**src/rtl/punc_mmio_responder_pkg.sv**
```systemverilog
// Shared constants for the PUnC LC3 device-page responder: default address map,
// register offsets, status bit positions and the request FSM encoding.
package punc_mmio_responder_pkg;

  localparam logic [15:0] DEF_BASE_ADDR = 16'hFE00;
  localparam logic [15:0] DEF_MCR_ADDR  = 16'hFFFE;
  localparam logic [15:0] DEF_PAGE_MASK = 16'hFE00;

  localparam logic [15:0] KBSR_OFS = 16'h0000;
  localparam logic [15:0] KBDR_OFS = 16'h0002;
  localparam logic [15:0] DSR_OFS  = 16'h0004;
  localparam logic [15:0] DDR_OFS  = 16'h0006;

  localparam int READY_BIT = 15;
  localparam int IE_BIT    = 14;
  localparam int OVR_BIT   = 0;

  typedef enum logic {
    IDLE = 1'b0,
    RESP = 1'b1
  } state_e;

endpackage

```
**src/rtl/punc_mmio_responder_if.sv**
```systemverilog
// Datapath-side load/store request and response bus for the device page.
interface punc_mmio_responder_if;

  logic        req_valid;
  logic        req_we;
  logic [15:0] req_addr;
  logic [15:0] req_wdata;
  logic        req_ready;
  logic        addr_hit;
  logic        resp_valid;
  logic [15:0] resp_rdata;

  modport master (
    output req_valid, req_we, req_addr, req_wdata,
    input  req_ready, addr_hit, resp_valid, resp_rdata
  );

  modport slave (
    input  req_valid, req_we, req_addr, req_wdata,
    output req_ready, addr_hit, resp_valid, resp_rdata
  );

endinterface

```
**src/rtl/punc_mmio_stream_reg.sv**
```systemverilog
// Single-entry holding register; full_o is the occupancy status bit and the data
// stays readable after the entry drains.
module punc_mmio_stream_reg #(
  parameter int WIDTH = 8
) (
  input  logic             clk_i,
  input  logic             rst_ni,
  input  logic             in_valid_i,
  input  logic [WIDTH-1:0] in_data_i,
  input  logic             out_ready_i,
  output logic             full_o,
  output logic [WIDTH-1:0] data_o
);

  logic             full_q, full_d;
  logic [WIDTH-1:0] data_q, data_d;

  // Fill only when empty and drain only when full, so the two never collide.
  always_comb begin
    full_d = full_q;
    data_d = data_q;
    if (out_ready_i && full_q) begin
      full_d = 1'b0;
    end
    if (in_valid_i && !full_q) begin
      full_d = 1'b1;
      data_d = in_data_i;
    end
  end

  always_ff @(posedge clk_i) begin
    if (!rst_ni) begin
      full_q <= 1'b0;
      data_q <= '0;
    end else begin
      full_q <= full_d;
      data_q <= data_d;
    end
  end

  assign full_o = full_q;
  assign data_o = data_q;

endmodule

```
**src/rtl/punc_mmio_responder.sv**
```systemverilog
// PUnC LC3 device-page responder: KBSR/KBDR/DSR/DDR/MCR behind a two-cycle
// request/response handshake, bridged to byte-wide keyboard and display streams.
module punc_mmio_responder
  import punc_mmio_responder_pkg::*;
#(
  parameter logic [15:0] BASE_ADDR = DEF_BASE_ADDR,
  parameter logic [15:0] MCR_ADDR  = DEF_MCR_ADDR,
  parameter logic [15:0] PAGE_MASK = DEF_PAGE_MASK
) (
  input  logic                        clk_i,
  input  logic                        rst_ni,
  punc_mmio_responder_if.slave        bus,
  input  logic                        kb_valid_i,
  input  logic [7:0]                  kb_data_i,
  output logic                        kb_ready_o,
  output logic                        disp_valid_o,
  output logic [7:0]                  disp_data_o,
  input  logic                        disp_ready_i,
  output logic                        kb_irq_o,
  output logic                        halt_o
);

  localparam logic [15:0] KBSR_ADDR = BASE_ADDR + KBSR_OFS;
  localparam logic [15:0] KBDR_ADDR = BASE_ADDR + KBDR_OFS;
  localparam logic [15:0] DSR_ADDR  = BASE_ADDR + DSR_OFS;
  localparam logic [15:0] DDR_ADDR  = BASE_ADDR + DDR_OFS;

  state_e      state_q;
  logic        respValid_q;
  logic [15:0] respRdata_q;
  logic        kbIe_q;
  logic        dispOvr_q;
  logic [15:0] mcr_q;

  logic        accept, isLoad, isStore;
  logic        selKbsr, selKbdr, selDsr, selDdr, selMcr;
  logic        kbFull, dispFull;
  logic [7:0]  kbByte, dispByte;
  logic [15:0] readData;

  assign bus.addr_hit  = (bus.req_addr & PAGE_MASK) == BASE_ADDR;
  assign bus.req_ready = (state_q == IDLE);

  assign accept  = bus.req_valid && bus.req_ready;
  assign isLoad  = accept && !bus.req_we;
  assign isStore = accept && bus.req_we;

  assign selKbsr = bus.addr_hit && (bus.req_addr == KBSR_ADDR);
  assign selKbdr = bus.addr_hit && (bus.req_addr == KBDR_ADDR);
  assign selDsr  = bus.addr_hit && (bus.req_addr == DSR_ADDR);
  assign selDdr  = bus.addr_hit && (bus.req_addr == DDR_ADDR);
  assign selMcr  = bus.addr_hit && (bus.req_addr == MCR_ADDR);

  // Keyboard sink: filled by the stream, drained by a software KBDR load.
  punc_mmio_stream_reg #(.WIDTH(8)) u_kb (
    .clk_i       (clk_i),
    .rst_ni      (rst_ni),
    .in_valid_i  (kb_valid_i),
    .in_data_i   (kb_data_i),
    .out_ready_i (isLoad && selKbdr),
    .full_o      (kbFull),
    .data_o      (kbByte)
  );

  // Display source: filled by a DDR store while ready, drained by the display.
  punc_mmio_stream_reg #(.WIDTH(8)) u_disp (
    .clk_i       (clk_i),
    .rst_ni      (rst_ni),
    .in_valid_i  (isStore && selDdr),
    .in_data_i   (bus.req_wdata[7:0]),
    .out_ready_i (disp_ready_i),
    .full_o      (dispFull),
    .data_o      (dispByte)
  );

  always_comb begin
    readData = 16'h0000;
    if (selKbsr)      readData = {kbFull, kbIe_q, 14'h0000};
    else if (selKbdr) readData = {8'h00, kbByte};
    else if (selDsr)  readData = {~dispFull, 14'h0000, dispOvr_q};
    else if (selDdr)  readData = {8'h00, dispByte};
    else if (selMcr)  readData = mcr_q;
  end

  // Read data is captured at acceptance, before any same-cycle stream event lands.
  always_ff @(posedge clk_i) begin
    if (!rst_ni) begin
      state_q     <= IDLE;
      respValid_q <= 1'b0;
      respRdata_q <= 16'h0000;
      kbIe_q      <= 1'b0;
      dispOvr_q   <= 1'b0;
      mcr_q       <= 16'h8000;
    end else begin
      if (state_q == IDLE) begin
        if (accept) begin
          state_q     <= RESP;
          respValid_q <= 1'b1;
          respRdata_q <= bus.req_we ? 16'h0000 : readData;
        end
      end else begin
        state_q     <= IDLE;
        respValid_q <= 1'b0;
      end

      if (isStore && selKbsr) kbIe_q <= bus.req_wdata[IE_BIT];

      if (isStore && selDsr && bus.req_wdata[OVR_BIT]) dispOvr_q <= 1'b0;
      else if (isStore && selDdr && dispFull)          dispOvr_q <= 1'b1;

      if (isStore && selMcr && mcr_q[READY_BIT]) mcr_q <= bus.req_wdata;
    end
  end

  assign bus.resp_valid = respValid_q;
  assign bus.resp_rdata = respRdata_q;
  assign kb_ready_o     = ~kbFull;
  assign kb_irq_o       = kbFull && kbIe_q;
  assign disp_valid_o   = dispFull;
  assign disp_data_o    = dispByte;
  assign halt_o         = ~mcr_q[READY_BIT];

endmodule

```
**src/flat_wrapper.sv**
```systemverilog
// flat-port wrapper written by rule: the top's interface ports become plain ports
module punc_mmio_responder_flat import punc_mmio_responder_pkg::*;
#(
  parameter logic [15:0] BASE_ADDR = DEF_BASE_ADDR,
  parameter logic [15:0] MCR_ADDR  = DEF_MCR_ADDR,
  parameter logic [15:0] PAGE_MASK = DEF_PAGE_MASK
)
  (clk_i, rst_ni, kb_valid_i, kb_data_i, kb_ready_o, disp_valid_o, disp_data_o, disp_ready_i, kb_irq_o, halt_o, bus_req_valid, bus_req_we, bus_req_addr, bus_req_wdata, bus_req_ready, bus_addr_hit, bus_resp_valid, bus_resp_rdata);
  punc_mmio_responder_if bus_i ();
  input  logic clk_i;
  input  logic rst_ni;
  input  logic kb_valid_i;
  input  logic [7:0] kb_data_i;
  output logic kb_ready_o;
  output logic disp_valid_o;
  output logic [7:0] disp_data_o;
  input  logic disp_ready_i;
  output logic kb_irq_o;
  output logic halt_o;
  input wire logic [$bits(bus_i.req_valid)-1:0] bus_req_valid;
  input wire logic [$bits(bus_i.req_we)-1:0] bus_req_we;
  input wire logic [$bits(bus_i.req_addr)-1:0] bus_req_addr;
  input wire logic [$bits(bus_i.req_wdata)-1:0] bus_req_wdata;
  output wire logic [$bits(bus_i.req_ready)-1:0] bus_req_ready;
  output wire logic [$bits(bus_i.addr_hit)-1:0] bus_addr_hit;
  output wire logic [$bits(bus_i.resp_valid)-1:0] bus_resp_valid;
  output wire logic [$bits(bus_i.resp_rdata)-1:0] bus_resp_rdata;
  assign bus_i.req_valid = bus_req_valid;
  assign bus_i.req_we = bus_req_we;
  assign bus_i.req_addr = bus_req_addr;
  assign bus_i.req_wdata = bus_req_wdata;
  assign bus_req_ready = bus_i.req_ready;
  assign bus_addr_hit = bus_i.addr_hit;
  assign bus_resp_valid = bus_i.resp_valid;
  assign bus_resp_rdata = bus_i.resp_rdata;
  punc_mmio_responder #(.BASE_ADDR(BASE_ADDR), .MCR_ADDR(MCR_ADDR), .PAGE_MASK(PAGE_MASK)) u_core (.clk_i(clk_i), .rst_ni(rst_ni), .bus(bus_i), .kb_valid_i(kb_valid_i), .kb_data_i(kb_data_i), .kb_ready_o(kb_ready_o), .disp_valid_o(disp_valid_o), .disp_data_o(disp_data_o), .disp_ready_i(disp_ready_i), .kb_irq_o(kb_irq_o), .halt_o(halt_o));
endmodule
```
**config.mk**
```make
export PLATFORM = sky130hd
export DESIGN_NAME = punc_mmio_responder_flat
export DESIGN_NICKNAME = d
export VERILOG_FILES = /design/src/rtl/punc_mmio_responder_pkg.sv /design/src/rtl/punc_mmio_responder_if.sv /design/src/rtl/punc_mmio_stream_reg.sv /design/src/rtl/punc_mmio_responder.sv /design/src/flat_wrapper.sv
export SDC_FILE = /design/constraint.sdc
export NUM_CORES = 1
export LEC_CHECK = 0
export ABC_AREA = 1
export CAP_MARGIN = 30
export CORE_MARGIN = 2
export CORE_UTILIZATION = 41
export DETAILED_ROUTE_END_ITERATION = 7
export PLACE_DENSITY = 0.8
export SLEW_MARGIN = 10
export SYNTH_ARGS = -nofsm -noshare
export SYNTH_HDL_FRONTEND = slang
export SYNTH_SLANG_ARGS = --single-unit
```
**constraint.sdc**
```tcl
create_clock -name clk_i -period 1.2 [get_ports clk_i]
set_input_delay 0.18 -clock clk_i [delete_from_list [all_inputs] [get_ports clk_i]]
set_output_delay 0.18 -clock clk_i [all_outputs]
set_load 0.005 [all_outputs]
```
==> results of run 1 <==
## kinds of logic after synthesis
logic type             count (synthesis)
AND/OR/NAND/NOR                      192
AO/OA/AOI/OAI                         57
flip-flops                            54
buffers and inverters                 35
## critical path, cell delays in order (launching register included)
cell and delay [ns]:
dfxtp_2 0.34, nor2_4 0.12, buf_4 0.13, buf_6 0.09, inv_4 0.04, nor2_4 0.10
nand2_2 0.08, nor2_1 0.14, nand2_1 0.09, a21oi_1 0.12
## metrics by stage
stage	cell area [um2]	cells	hold slack, ns
detailed placement	3460	511	0.458
finish	3940	545	0.292
global placement	3460	511	0.456
global route	3940	545	0.300
CTS	3850	542	0.289
floorplan	2410	338	0.315
## sequential cells by signal, summed over array words and instances (netlist names)
signal,count
u_core.state_q,1
u_core.u_kb.data_o,8
u_core.u_disp.full_o,1
u_core.kbIe_q,1
u_core.bus.resp_rdata,16
u_core.dispOvr_q,1
u_core.mcr_q,16
u_core.u_disp.data_o,8
u_core.u_kb.full_o,1
u_core.bus.resp_valid,1
## cell type report
class / instances / area, um2 / share of cell area [%]
clock inverters: 1 / 8.76 / 0.223
inverters: 25 / 110 / 2.80
clock buffers: 7 / 86.3 / 2.19
well taps: 72 / 90.1 / 2.29
multi-input cells: 249 / 1350 / 34.2
repair buffers: 136 / 1180 / 29.9
repair inverters: 1 / 5.00 / 0.127
flip-flops and latches: 54 / 1110 / 28.3
## cell usage in the layout, fill, tap and decap left out, drive strengths merged, types with 2 or more instances in the layout
cell / netlist / layout
dfxtp: 54 / 54
clkdlybuf4s50: 0 / 28
clkdlybuf4s15: 0 / 11
nor3: 4 / 4
a21oi: 21 / 21
nand3b: 2 / 2
o21ai: 34 / 34
clkinv: 1 / 2
buf: 5 / 61
nand2: 61 / 61
nor2: 83 / 83
nand4: 10 / 10
dlygate4sd2: 0 / 32
clkbuf: 5 / 11
inv: 24 / 24
nand3: 32 / 32
## metal layers
layer | wire length, um | part of all wire (%)
met1 | 3210 | 41
met2 | 3850 | 49
met3 | 512 | 6.5
met4 | 289 | 3.7
met5 | 0 | 0
## repair_timing
item	CTS	global route
cloned	1	0
setup endpoints to repair	75	45
resized for setup	141	31
hold buffers	0	0
buffers inserted	22	3
hold endpoints to repair	0	0
pin swaps	33	22
## power groups by stage
| stage | Sequential (mW) | Clock, mW | Combinational [mW] |
|---|---|---|---|
| detailed placement | 1.88 | 0 | 0.407 |
| global placement | 1.88 | 0 | 0.400 |
| finish | 1.84 | 1.07 | 0.473 |
| CTS | 1.84 | 1.07 | 0.444 |
| floorplan | 1.88 | 0 | 0.137 |
| global route | 1.84 | 1.16 | 0.508 |
## path summary, 6_finish.rpt
check	startpoint	slack (ns)	endpoint
min reg2reg	u_core.bus.resp_rdata[4]$_SDFFE_PN0P_	0.46	u_core.bus.resp_rdata[4]$_SDFFE_PN0P_
min	bus_req_valid	0.29	u_core.bus.resp_valid$_SDFFE_PP0P_
max reg2reg	u_core.state_q$_SDFF_PP0_	-0.11	u_core.bus.resp_rdata[0]$_SDFFE_PN0P_
max	u_core.state_q$_SDFF_PP0_	-0.11	u_core.bus.resp_rdata[0]$_SDFFE_PN0P_
==> out/summary.txt, run 1 <==
Global Route met1 Usage = 29.2%
Syn_area_per_cell = 7.06 um2
Number of enable flip-flop cells after synthesis = 0
Clk slew on worst S/H paths = 0.09 ns
Final WS setup = -0.113 ns
Pint = 2.55 mW
Seq/Total Area, Yosys = 45.3%
YS warnings = 0
Final wirelength = 7860 um
Worst vdd ir = 0.640 mV
Top_reg_cell synth = dfxtp_1
Violated checks = DRC, setup timing
CTS Buffer Depth = 2
Die X = 80.3 um
CTS root buffer = clkbuf_8
Vias in the first global route = 2,665
Total GRT Usage = 24.2%
Slew Limit Fails = 0
Tcrit/Tclk final = 109%
Share of flip-flops with an asynchronous set or reset = 0%
Path depth of the worst reg2reg path = 9
Post-synthesis mux area share = 0%
RePlAce Congestion = 0.916
Post-Syn Instances = 338
Measured slew at the worst slew-check pin = 0.262 ns
Flop pwr share = 54.5%
Hold Crit Class = input pin to flip-flop
CP arrival = 1.55 ns
Setup TNS = -1.89 ns
Met2 usage = 40.8%
H-tree depth = 2
Area Growth Syn to Fin = 65.0%
Routed via count = 2,834
Largest net degree at the start of global routing = 20
Starting Density = 42.8%
Clock power frac = 31.5%
CORE AREA = 0.00557 mm2
Drt wl/cell = 14.4 um
Initial antenna violation count = 0
Hold path depth = 3
Clock skew = 0.00852 ns
Cell taking the most area after synthesis = dfxtp_1
PnR Total Power = 3.38 mW
Critical path peak fanout = 3
Synth Area in XOR/XNOR = 0%
Post-DP HPWL = 5310 um
Synthesized cell area = 0.00238 mm2
Main combinational cell family by area after synthesis = simple AND/OR/NAND/NOR gates
Worst setup EP type = flip-flop
Top post-synthesis cells by area = dfxtp_1, nor2_1, nand2_1, nand3_1, o21ai_0
Final setup violation count = 35
Port Buf Inserts = 76
Fill cell count = 439
Post-layout util = 70.6%
Synth Area in Adders = 0%
Status = complete, but fails checks
CTS tree = yes
Final min period = 1.31 ns
Fin. Hold Viols = 0
Top Ports = 77
Share of post-route cells with drive strength above 1 = 34.7%
Pwr dens = 859 mW/mm2
Post-synthesis register bit count = 54
Chip height = 80.3 um
Dpl ws = -0.684 ns
CTS Buf Count = 5
Via/cell ratio = 5.20
Comb power frac = 14.0%
Max Freq = 0.761 GHz
Iteration-0 DRC Markers = 217
CP Launch Type = flip-flop
Detail Route Antenna Nets = 0
Met3 usage = 5.06%
Synth Area in Compound Gates = 12.1%
Top-area cell type share of the netlist area = 45.3%
Req. time, crit path = 1.44 ns
Leakage power = 1.80 nW
Max-cap viol count = 0
RSZ-0062 raised after global routing = yes
Post-Synth Simple-Gate Area = 36.4%
ANT cells = 0
Clk_lat worst skew = 0.31 ns
Post-synth top cells = nor2_1, nand2_1, dfxtp_1, nand3_1, o21ai_0
First-pass GRT wire length = 12,200 um
Count leader, synth = nor2_1
Clk sink count = 54
Net Sw Frac = 24.6%
Mapped Nets = 384
Critical path class = flip-flop to flip-flop
Switching Power = 832 uW
Total iterations of the first detailed-routing run = 7
DIE AREA = 0.00644 mm2
Library cells used by synthesis = 26
DRC = 1
Max-slew headroom = 82.5%
Nets@finish = 518
FP Rows = 27
Grt ovf = 0
Busiest grt layer = met2
Power figures use the tool's default switching activity.
==> run 2: changes to the inputs <==
CTS_BUF_LIST = sky130_fd_sc_hd__clkbuf_4 sky130_fd_sc_hd__clkbuf_8 sky130_fd_sc_hd__clkbuf_16   (was unset)
==> run 2 against run 1 <==
  * The run ends with setup timing left
  * Non-clock buffer count grew 2
  * Clock-buffer cell count is the same
  * Cell count grew 0.37%
  * Sequential power is essentially flat
  * Combinational power grew 2%
  * Die area is the same
  * Wire length grew 7.4%
  * Critical path depth shrank 2
  * Critical path type unchanged
  * Critical endpoint is now u_core.mcr_q[9]$_SDFFE_PN0P_
  * Largest cell class unchanged
  * Largest power group unchanged
==> out/summary.txt, run 2 (synthesis results as in run 1) <==
Status = complete, but fails checks
Violated checks = setup timing
Total iterations of the first detailed-routing run = 6 (-1)
Post-CTS Hold Buffers = 0 (unchanged)
Total GRT Usage = 24.1% (about the same)
Clock skew = 0.00730 ns (-0.00122 ns)
Req. time, crit path = 1.41 ns (-0.03 ns)
Reg2reg setup slack = -0.12 ns (about the same)
H-tree depth = 2 (unchanged)
CTS root buffer = clkbuf_8
Worst path max stage delay = 0.35 ns (about the same)
Clock power frac = 32.2% (+0.7 points)
Pint = 2.56 mW (+0.65%)
DIE AREA = 0.00644 mm2 (unchanged)
Die X = 80.3 um (unchanged)
Initial antenna violation count = 0 (unchanged)
Commonest cells after routing, fill and taps aside = buf_4, nor2_1, nand2_1
First-pass GRT wire length = 12,200 um (+0.12%)
CP arrival = 1.53 ns (-0.02 ns)
Global Route met1 Usage = 29.2% (unchanged)
Chip height = 80.3 um (unchanged)
Area Growth Syn to Fin = 69.0%
CTS Buf Count = 5 (unchanged)
Flop pwr share = 53.7% (-0.8 points)
Via/cell ratio = 5.28 (+1.5%)
Final min period = 1.32 ns (+0.00658 ns)
Pwr dens = 850 mW/mm2 (-1.1%)
Clk slew on worst S/H paths = 0.09 ns (about the same)
Hold Crit Class = input pin to flip-flop
Leakage power = 1.86 nW (+3.3%)
CORE AREA = 0.00557 mm2 (unchanged)
Max-slew headroom = 82.2% (-0.31 points)
DRC = 0 (-1)
Busiest grt layer = met2
Clk_lat worst skew = 0.31 ns (about the same)
Drt wl/cell = 15.4 um (+7.0%)
CP Launch Type = flip-flop
Slew Limit Fails = 0 (unchanged)
Detail Route Antenna Nets = 0 (unchanged)
Starting Density = 42.8% (unchanged)
Path depth of the worst reg2reg path = 7 (-2)
CP delay by family, top = simple AND/OR/NAND/NOR gates
RePlAce Congestion = 0.916 (unchanged)
Final wirelength = 8440 um (+7.4%)
Tcrit/Tclk final = 110% (+0.55 points)
Post-DP HPWL = 5310 um (unchanged)
Vias in the first global route = 2,650 (-0.56%)
Clk sink count = 54 (unchanged)
Routed via count = 2,888 (+1.9%)
FP Rows = 27 (unchanged)
Worst vdd ir = 0.681 mV (+6.3%)
Port Buf Inserts = 76 (unchanged)
Final setup violation count = 28 (-20%)
Final WS setup = -0.120 ns (-0.00658 ns)
Hold EP = u_core.bus.resp_valid$_SDFFE_PP0P_
Critical path peak fanout = 7 (+4)
Met2 usage = 41.3% (+0.42 points)
Max Freq = 0.758 GHz (-0.50%)
Hold path depth = 3 (unchanged)
Grt ovf = 0 (unchanged)
Commonest non-fill, non-tap cell in the layout = buf_4
Nets@finish = 520 (+0.39%)
Top Ports = 77 (unchanged)
Measured slew at the worst slew-check pin = 0.267 ns (+0.00464 ns)
CTS tree = yes
Comb power frac = 14.0% (about the same)
Net Sw Frac = 25.1% (+0.52 points)
Fill cell count = 416 (-5.2%)
Fin. Hold Viols = 0 (unchanged)
Slowest cell on crit path = dfxtp_2
Min-delay src = bus_req_valid
Critical R2R Launch = u_core.state_q$_SDFF_PP0_
PnR Total Power = 3.42 mW (+1.4%)
Iteration-0 DRC Markers = 187 (-14%)
Critical R2R Capture = u_core.mcr_q[9]$_SDFFE_PN0P_
Worst setup EP type = flip-flop
CTS Buffer Depth = 2 (unchanged)
Largest net degree at the start of global routing = 20 (unchanged)
Share of post-route cells with drive strength above 1 = 40.6% (+6.0 points)
CP cell instances = nor2_4 -> nand2_4 -> inv_4 -> nand4_4 -> buf_12 -> nor2_2 -> nor2_1
Buf/Inv on CP = 2 (-1)
RSZ-0062 raised after global routing = yes
Switching Power = 861 uW (+3.5%)
Post-layout util = 72.3% (+1.7 points)
Critical path class = flip-flop to flip-flop
Met3 usage = 5.06% (unchanged)
Max-cap viol count = 0 (unchanged)
ANT cells = 0 (unchanged)
-- run 2: cell types whose count changed in the layout (fill, tap and decap cells not counted), sizes merged --
| cell | before | now |
|---|---|---|
| clkdlybuf4s15 | 11 | 1 |
| inv | 24 | 25 |
| clkinvlp | 1 | 0 |
| clkbuf | 11 | 21 |
| buf | 61 | 63 |
-- run 2: per-stage QoR --
step / cells / area, um2 / worst slack, ns / TNS [ns] / hold WS [ns]
5_1_grt: 547 / 4030 / -0.181 / -4.15 / 0.303
3_5_place_dp: 511 / 3460 / -0.684 / -27.12 / 0.458
6_report: 547 / 4030 / -0.120 / -2.12 / 0.290
3_3_place_gp: 511 / 3460 / -0.568 / -24.43 / 0.456
4_1_cts: 543 / 3860 / -0.0864 / -1.29 / 0.287
2_1_floorplan: 338 / 2410 / -0.0419 / -0.415 / 0.315
-- run 2: final cells by class --
type / instances / area (um2) / share of cell area, %
Clock inverter: 1 / 8.76 / 0.217
Timing Repair inverter: 1 / 5.00 / 0.124
Timing Repair Buffer: 138 / 1170 / 29.0
Multi-Input combinational cell: 249 / 1440 / 35.7
Sequential cell: 54 / 1120 / 27.7
Tap cell: 72 / 90.1 / 2.23
Clock buffer: 7 / 90.1 / 2.23
Inverter: 25 / 111 / 2.76
-- run 2: power groups by stage --
stage | Sequential, mW | Clock [mW] | Combinational [mW]
floorplan | 1.88 | 0 | 0.137
global placement | 1.88 | 0 | 0.400
detailed placement | 1.88 | 0 | 0.407
CTS | 1.84 | 1.09 | 0.444
global route | 1.84 | 1.19 | 0.517
finish | 1.84 | 1.10 | 0.481
-- run 2: what timing repair did --
| item | in CTS | in global routing |
|---|---|---|
| gates cloned | 1 | 0 |
| buffers inserted | 23 | 4 |
| resized for setup | 142 | 76 |
| setup endpoints to repair | 75 | 48 |
| pin swaps | 32 | 34 |
-- run 2: how the worst max path moves through the flow --
stage	to	slack, ns	cells past startpoint	start
after detailed placement	u_core.u_disp.data_o[5]$_SDFFE_PN0P_	-0.68	10	bus_req_addr[2]
after global routing	u_core.mcr_q[10]$_SDFFE_PN0P_	-0.18	7	u_core.state_q$_SDFF_PP0_
after floorplan	u_core.u_disp.data_o[1]$_SDFFE_PN0P_	-0.04	6	u_core.state_q$_SDFF_PP0_
final	u_core.mcr_q[9]$_SDFFE_PN0P_	-0.12	7	u_core.state_q$_SDFF_PP0_
after global placement	u_core.u_disp.data_o[7]$_SDFFE_PN0P_	-0.57	10	bus_req_addr[2]
after CTS	u_core.u_disp.data_o[5]$_SDFFE_PN0P_	-0.09	6	u_core.state_q$_SDFF_PP0_
-- run 2: metal layers --
metal	routed length (um)	vias to the layer above
met5	0	-
met4	262	0
met3	567	27
met2	4370	125
met1	3240	1355
li1	-	1381
-- run 2: worst reg2reg max path, cell delays in order (launching register included) --
cell and delay, ns:
dfxtp_2 0.35, nor2_4 0.14, nand2_4 0.11, inv_4 0.08, nand4_4 0.18, buf_12 0.22, nor2_2 0.09, nor2_1 0.05
